`src/rtl/mem_mapper.sv`:
```
// CPU memory map and SDRAM sequencer: per clk_800k cycle runs instruction fetch, data access, then optional VGA burst.
// Optional UART status read at 16'hF808 is enabled by defining MEM_MAP_UART_STATUS_EN.
module mem_mapper #(
   parameter logic [15:0] VGA_MMIO_ADDR = 16'hF80C,
   parameter logic [15:0] MMIO_BASE     = 16'hF800,
   parameter logic [5:0]  VGA_BANK      = 6'h1
) (
   input  logic              clk,
   input  logic              rst,
   input  logic              clk_800k,
   input  logic [15:0]       pc,
   input  logic [15:0]       data_addr,
   input  logic [15:0]       data_in,
   input  logic              write_en,
   input  logic              vga_en,
   input  logic [4:0]        vga_x_group,
   input  logic [8:0]        vga_y_val,
   input  logic              uart_tx_ready,
   output logic [15:0]       instr,
   output logic [15:0]       read_data,
   output logic [31:0][11:0] vga_bgr_buf,
   output logic [24:0]       dram_addr,
   output logic [15:0]       dram_data_in,
   output logic              dram_write_en,
   output logic              dram_burst_en,
   output logic              dram_refresh_data,
   input  logic [15:0]       dram_read_data,
   input  logic [31:0][15:0] dram_burst_buf,
   input  logic              dram_data_ready,
   input  logic              cpu_ready
);

   typedef enum logic [1:0] {IDLE, INSTR, DATA, VGA} state_t;

   state_t state_q, state_d;
   logic   issued_q, issued_d, pending_q, pending_d, clk_800k_q;
   logic [15:0] s_pc_q, s_pc_d, s_addr_q, s_addr_d, s_din_q, s_din_d;
   logic        s_we_q, s_we_d, s_ven_q, s_ven_d;
   logic [4:0]  s_xg_q, s_xg_d;
   logic [8:0]  s_yv_q, s_yv_d;
   logic [1:0]  phase_q, phase_d;
   logic [9:0]  px_q, px_d;
   logic [8:0]  py_q, py_d;
   logic [15:0] instr_q, instr_d, rdata_q, rdata_d;
   logic [31:0][11:0] vga_q, vga_d;
   logic [24:0] daddr_q, daddr_d, req_addr;
   logic [15:0] ddat_q, ddat_d, req_dat, mmio_rdata;
   logic        dwe_q, dwe_d, dburst_q, dburst_d, refresh_q, refresh_d;
   logic        req_we, req_burst, rise, pix_commit, need_data;
   logic        unused_bits;

   assign rise       = clk_800k & ~clk_800k_q;
   assign pix_commit = s_we_q && (s_addr_q == VGA_MMIO_ADDR) && (phase_q == 2'd2);
   assign need_data  = (s_addr_q < MMIO_BASE) || pix_commit;

`ifdef MEM_MAP_UART_STATUS_EN
   assign mmio_rdata = (s_addr_q == 16'hF808) ? {15'b0, uart_tx_ready} : 16'h0;
`else
   assign mmio_rdata = 16'h0;
`endif

   always_comb begin
      unused_bits = 1'b0;
      for (int i = 0; i < 32; i++) unused_bits = unused_bits ^ (^dram_burst_buf[i][15:12]);
`ifndef MEM_MAP_UART_STATUS_EN
      unused_bits = unused_bits ^ uart_tx_ready;
`endif
   end

   always_comb begin
      req_addr  = {9'b0, s_pc_q};
      req_dat   = 16'h0;
      req_we    = 1'b0;
      req_burst = 1'b0;
      case (state_q)
         DATA: begin
            if (pix_commit) begin
               req_addr = {VGA_BANK, py_q, px_q};
               req_dat  = {4'b0, s_din_q[11:0]};
               req_we   = 1'b1;
            end else begin
               req_addr = {9'b0, s_addr_q};
               req_dat  = s_din_q;
               req_we   = s_we_q;
            end
         end
         VGA: begin
            req_addr  = {VGA_BANK, s_yv_q, s_xg_q, 5'b0};
            req_burst = 1'b1;
         end
         default: ;
      endcase
   end

   always_comb begin
      state_d   = state_q;   issued_d = issued_q;  pending_d = pending_q;
      s_pc_d    = s_pc_q;    s_addr_d = s_addr_q;  s_din_d   = s_din_q;
      s_we_d    = s_we_q;    s_ven_d  = s_ven_q;   s_xg_d    = s_xg_q;
      s_yv_d    = s_yv_q;    phase_d  = phase_q;   px_d      = px_q;
      py_d      = py_q;      instr_d  = instr_q;   rdata_d   = rdata_q;
      vga_d     = vga_q;     daddr_d  = daddr_q;   ddat_d    = ddat_q;
      dwe_d     = dwe_q;     dburst_d = dburst_q;  refresh_d = 1'b0;
      if (state_q == IDLE) begin
         if (rise || pending_q) begin
            state_d   = INSTR;
            pending_d = 1'b0;
            s_pc_d    = pc;        s_addr_d = data_addr;  s_din_d = data_in;
            s_we_d    = write_en;  s_ven_d  = vga_en;
            s_xg_d    = vga_x_group;  s_yv_d = vga_y_val;
         end
      end else begin
         if (rise) pending_d = 1'b1;
         if (!issued_q) begin
            if (cpu_ready) begin
               issued_d  = 1'b1;
               refresh_d = 1'b1;
               daddr_d   = req_addr;  ddat_d = req_dat;
               dwe_d     = req_we;    dburst_d = req_burst;
            end
         end else if (dram_data_ready) begin
            issued_d = 1'b0;
            dwe_d    = 1'b0;
            dburst_d = 1'b0;
            case (state_q)
               INSTR: begin
                  instr_d = dram_read_data;
                  // MMIO side effects that need no DRAM cycle are resolved here.
                  if (need_data) state_d = DATA;
                  else begin
                     state_d = s_ven_q ? VGA : IDLE;
                     if (!s_we_q) rdata_d = mmio_rdata;
                     else if (s_addr_q == VGA_MMIO_ADDR) begin
                        if (phase_q == 2'd0) begin
                           px_d = s_din_q[9:0];  phase_d = 2'd1;
                        end else begin
                           py_d = s_din_q[8:0];  phase_d = 2'd2;
                        end
                     end
                  end
               end
               DATA: begin
                  if (pix_commit) phase_d = 2'd0;
                  else if (!s_we_q) rdata_d = dram_read_data;
                  state_d = s_ven_q ? VGA : IDLE;
               end
               VGA: begin
                  for (int i = 0; i < 32; i++) vga_d[i] = dram_burst_buf[i][11:0];
                  state_d = IDLE;
               end
               default: state_d = IDLE;
            endcase
         end
      end
   end

   always_ff @(posedge clk or negedge rst) begin
      if (!rst) begin
         state_q <= IDLE;   issued_q <= 1'b0;  pending_q <= 1'b0;  clk_800k_q <= 1'b0;
         s_pc_q  <= '0;     s_addr_q <= '0;    s_din_q   <= '0;
         s_we_q  <= 1'b0;   s_ven_q  <= 1'b0;  s_xg_q    <= '0;    s_yv_q <= '0;
         phase_q <= '0;     px_q     <= '0;    py_q      <= '0;
         instr_q <= '0;     rdata_q  <= '0;    vga_q     <= '0;
         daddr_q <= '0;     ddat_q   <= '0;    dwe_q     <= 1'b0;
         dburst_q <= 1'b0;  refresh_q <= 1'b0;
      end else begin
         state_q <= state_d;   issued_q <= issued_d;  pending_q <= pending_d;  clk_800k_q <= clk_800k;
         s_pc_q  <= s_pc_d;    s_addr_q <= s_addr_d;  s_din_q   <= s_din_d;
         s_we_q  <= s_we_d;    s_ven_q  <= s_ven_d;   s_xg_q    <= s_xg_d;    s_yv_q <= s_yv_d;
         phase_q <= phase_d;   px_q     <= px_d;      py_q      <= py_d;
         instr_q <= instr_d;   rdata_q  <= rdata_d;   vga_q     <= vga_d;
         daddr_q <= daddr_d;   ddat_q   <= ddat_d;    dwe_q     <= dwe_d;
         dburst_q <= dburst_d; refresh_q <= refresh_d;
      end
   end

   assign instr             = instr_q;
   assign read_data         = rdata_q;
   assign vga_bgr_buf       = vga_q;
   assign dram_addr         = daddr_q;
   assign dram_data_in      = ddat_q;
   assign dram_write_en     = dwe_q;
   assign dram_burst_en     = dburst_q;
   assign dram_refresh_data = refresh_q;

endmodule

```
`config.mk`:
```
export PLATFORM = sky130hd
export DESIGN_NAME = mem_mapper
export DESIGN_NICKNAME = d
export VERILOG_FILES = /design/src/rtl/mem_mapper.sv
export SDC_FILE = /design/constraint.sdc
export NUM_CORES = 1
export LEC_CHECK = 0
export CAP_MARGIN = 25
export CORE_AREA = 5 5 410 412
export CTS_CLUSTER_SIZE = 12
export DETAILED_ROUTE_END_ITERATION = 10
export DIE_AREA = 0 0 415 417
export GPL_ROUTABILITY_DRIVEN = 0
export GPL_TIMING_DRIVEN = 0
export PLACE_DENSITY = 0.38
export SLEW_MARGIN = 0
export SYNTH_ARGS = -nofsm -noshare
export SYNTH_HDL_FRONTEND = slang
export SYNTH_SLANG_ARGS = --single-unit
export TNS_END_PERCENT = 20
```
`constraint.sdc`:
```
create_clock -name clk -period 6.1 [get_ports clk]
set_input_delay 0.61 -clock clk [delete_from_list [all_inputs] [get_ports clk]]
set_output_delay 0.61 -clock clk [all_outputs]
set_load 0.02 [all_outputs]
```
==> flow_metrics.py <==
metrics = {
    "floorplan": {
        "die-area_mm2": 0.1731,
        "fp.dieW_um": 415,
        "die_h_um": 417,
        "floorplan.initialDensity_pct": 12.64,
        "core-area_mm2": 0.1641,
        "std_cell_rows": 149,
        "ios": 1058,
    },
    "worst_setup_path": {
        "crit_buf_inv": 2,
        "critPathMaxFanout": 10,
        "cpMostUsedCell": "clkbuf_1",
        "worstSetupStartpointType": "flip-flop",
        "setup.worst_path.class": "flip-flop to flip-flop",
        "timing.rr.start": "state_q[0]",
        "cp.depth": 5,
        "cp.arrival_ps": 3630,
        "slowest_delay_ps": 790,
        "crit_start": "state_q[0]",
        "crit_chain": "ha_1, nand3_1, clkbuf_1, clkbuf_1, mux2_2",
        "cp.required_ps": 6630,
        "slowest_stage": "clkbuf_1",
        "r2r_cells": 5,
        "critPathTopFamily": "buffers and inverters",
        "end_kind": "flip-flop",
    },
    "power_and_ir_drop": {
        "peakVddDrop_mv": 0.2235,
        "total_power_mw": 19.35,
        "power_density_mw_per_mm2": 541.5,
        "power_leakage_nw": 14.85,
    },
    "timing": {
        "fin_skew_ps": 38.07,
        "drv_slew": 0,
        "setup-violations-final": 0,
        "period_share_pct": 50.74,
        "hold_viol": 0,
        "rsz0062_at_grt": "no",
        "worst_pin_slew_ps": 975.6,
        "relSlewSlack_pct": 34.96,
        "min_period_ps": 3095,
        "fmax_mhz": 323.1,
        "timing.setup.tns_ps": 0,
    },
    "placed_design": {
        "place_inst": 4452,
        "dp_hpwl_um": 102300,
        "io_buffers": 923,
        "place_area_mm2": 0.03300,
    },
    "finish": {
        "drive_gt1_share_pct": 26.10,
        "final_core_util_pct": 21.78,
        "fin_area_mm2": 0.03573,
        "synthToLayoutAreaGrowth_pct": 72.31,
        "multi_input_area_mm2": 0.006774,
        "fill_cells": 17730,
        "register_area_mm2": 0.01364,
        "final_cells": 4616,
        "fin_nets": 2948,
    },
    "routing": {
        "initialDrtViolationCount": 806,
        "ant_nets": 0,
        "drc_errors": 0,
        "drt-pass1-iter-count": 4,
        "totalWireLength_um": 124900,
        "post_drt_via_cell_ratio": 3.362,
        "wl_per_cell_um": 27.05,
        "vias": 15520,
    },
    "hold_path": {
        "hold_path_class": "input pin to asynchronous set/reset pin",
    },
    "global_route": {
        "grt_pass1_wl_um": 164100,
        "overflow": 0,
        "antenna_found_initial": 42,
        "grtUsageTotal_pct": 14.00,
        "grt_pass1_vias": 17070,
        "grt_max_degree": 97,
    },
    "clock_tree": {
        "cts_buffers": 78,
        "cts_resized": 0,
        "clk_latency_ps": 670,
        "path_clk_slew_ps": 60,
        "clock_path_buffers": 3,
        "cts_sinks": 545,
        "htreeDepth": 3,
        "cts_tree": "built",
        "cts_root_buffer": "clkbuf_16",
    },
    "run_status": {
        "status": "complete, no violations",
    },
    "flow_run": {
        "cap_violations": 0,
    },
    "synthesis": {
        "synth-seq-cells": 545,
        "yosys.area.top_type": "dfrtp_1",
        "ys.warnings.count": 0,
        "syn_avg_cell_area_um2": 15.66,
        "async_flop_share_pct": 100.0,
        "yosysUniqueCellTypes": 44,
        "syn-instance-count": 1324,
        "yosys_most_used_dff": "dfrtp_1",
        "ys_seq_area_share_pct": 65.77,
        "synth_edf_count": 0,
        "yosys-top-cells-count": "545 x dfrtp_1, 483 x mux2_2, 65 x clkbuf_1, 38 x nand2_1, 25 x a22o_1",
        "synth_area_mm2": 0.02073,
        "yosysMostFrequentCell": "dfrtp_1",
        "synthDominantCellAreaShare_pct": 65.77,
        "synthTopCellsByArea": "dfrtp_1 66%, mux2_2 26%, clkbuf_1 1.2%",
    },
}
[where the power goes]
group,internal [mW],total (mW),switching (mW),leakage (nW)
Sequential,5.20,6.42,1.22,6.88
Clock,2.89,4.78,1.89,1.30
Combinational,3.91,8.15,4.24,6.67
[final cells by class]
class	count	area share [%]
diodes	21	0.1471
plain buffers	77	0.8860
clock buffers	118	6.482
clock inverters	24	0.9841
inverters	7	0.07354
multi-input cells	699	18.96
flip-flops and latches	545	38.17
well taps	2189	7.666
repair buffers	936	26.63
[what timing repair did]
item	4_1_cts	5_1_grt
buffers inserted	0	0
endpoints found under the hold margin	20	0
hold buffers	1	0
[worst paths after layout]
| check | to | slack [ps] |
|---|---|---|
| max in group asynchronous | vga_bgr_buf[96] | 3900 |
| worst max register to register | vga_bgr_buf[202] | 3000 |
| worst min register to register | dram_data_in[6] | 460 |
| min in group clk | dram_data_in[6] | 460 |
| worst min-delay path | vga_bgr_buf[356] | 360 |
| worst max-delay path | vga_bgr_buf[202] | 3000 |
[metrics by stage]
step | hold slack, ps | setup slack [ps]
floorplan | 314.4 | 3655
global placement | 461.4 | -24550
detailed placement | 445.4 | 2319
CTS | 264.1 | 2774
global route | 326.6 | 2692
finish | 360.4 | 3005
[cell families after synthesis]
group                    after synthesis  synth area share [%]
AO/OA/AOI/OAI                         85                 2.939
flip-flops                           545                 65.77
multiplexers                         484                 26.28
buffers and inverters                 84                 1.653
adder cells (fa/ha/maj)                6                0.3620
AND/OR/NAND/NOR                      119                 2.975
other                                  1               0.01809
[metal layers]
layer | GRT usage (%) | up-vias | wire (um)
met4 | 4.867 | 6 | 3506
li1 | - | 6817 | -
met3 | 6.300 | 157 | 12770
met2 | 22.31 | 589 | 58770
met5 | 0 | - | 42
met1 | 16.74 | 7948 | 49780
[flip-flops by register name (all words and copies together), names as in the netlist, 2 cells and up]
register      count
vga_bgr_buf     384
dram_addr        20
dram_data_in     16
instr            16
read_data        16
s_addr_q         16
s_din_q          16
s_pc_q           16
px_q             10
py_q              9
s_yv_q            9
s_xg_q            5
phase_q           2
state_q           2
[cell usage in the layout (no fill, tap or decap), types with 3 or more instances in the layout]
| master | instances |
|---|---|
| diode_2 | 21 |
| clkbuf_8 | 15 |
| ha_1 | 6 |
| nand2_1 | 38 |
| mux2_2 | 483 |
| nor4_1 | 3 |
| buf_4 | 6 |
| conb_1 | 5 |
| nand4_1 | 14 |
| a22o_1 | 25 |
| a221oi_1 | 8 |
| clkbuf_1 | 87 |
| a21oi_1 | 16 |
| buf_16 | 7 |
| a31oi_1 | 13 |
| o31ai_1 | 3 |
| buf_8 | 5 |
| clkinvlp_4 | 3 |
| nor2_1 | 22 |
| clkdlybuf4s50_1 | 922 |
| and3_1 | 4 |
| bufinv_16 | 6 |
| buf_1 | 5 |
| o21ai_0 | 10 |
| inv_1 | 7 |
| nand3_1 | 21 |
| clkinv_2 | 8 |
| dfrtp_1 | 545 |
| clkbuf_16 | 81 |
[worst reg2reg max path: stages (launching register included)]
cell	delay, ps
dfrtp_1	440
ha_1	240
nand3_1	550
clkbuf_1	570
clkbuf_1	790
mux2_2	420
Note: power is estimated with default switching activity, not from simulation.
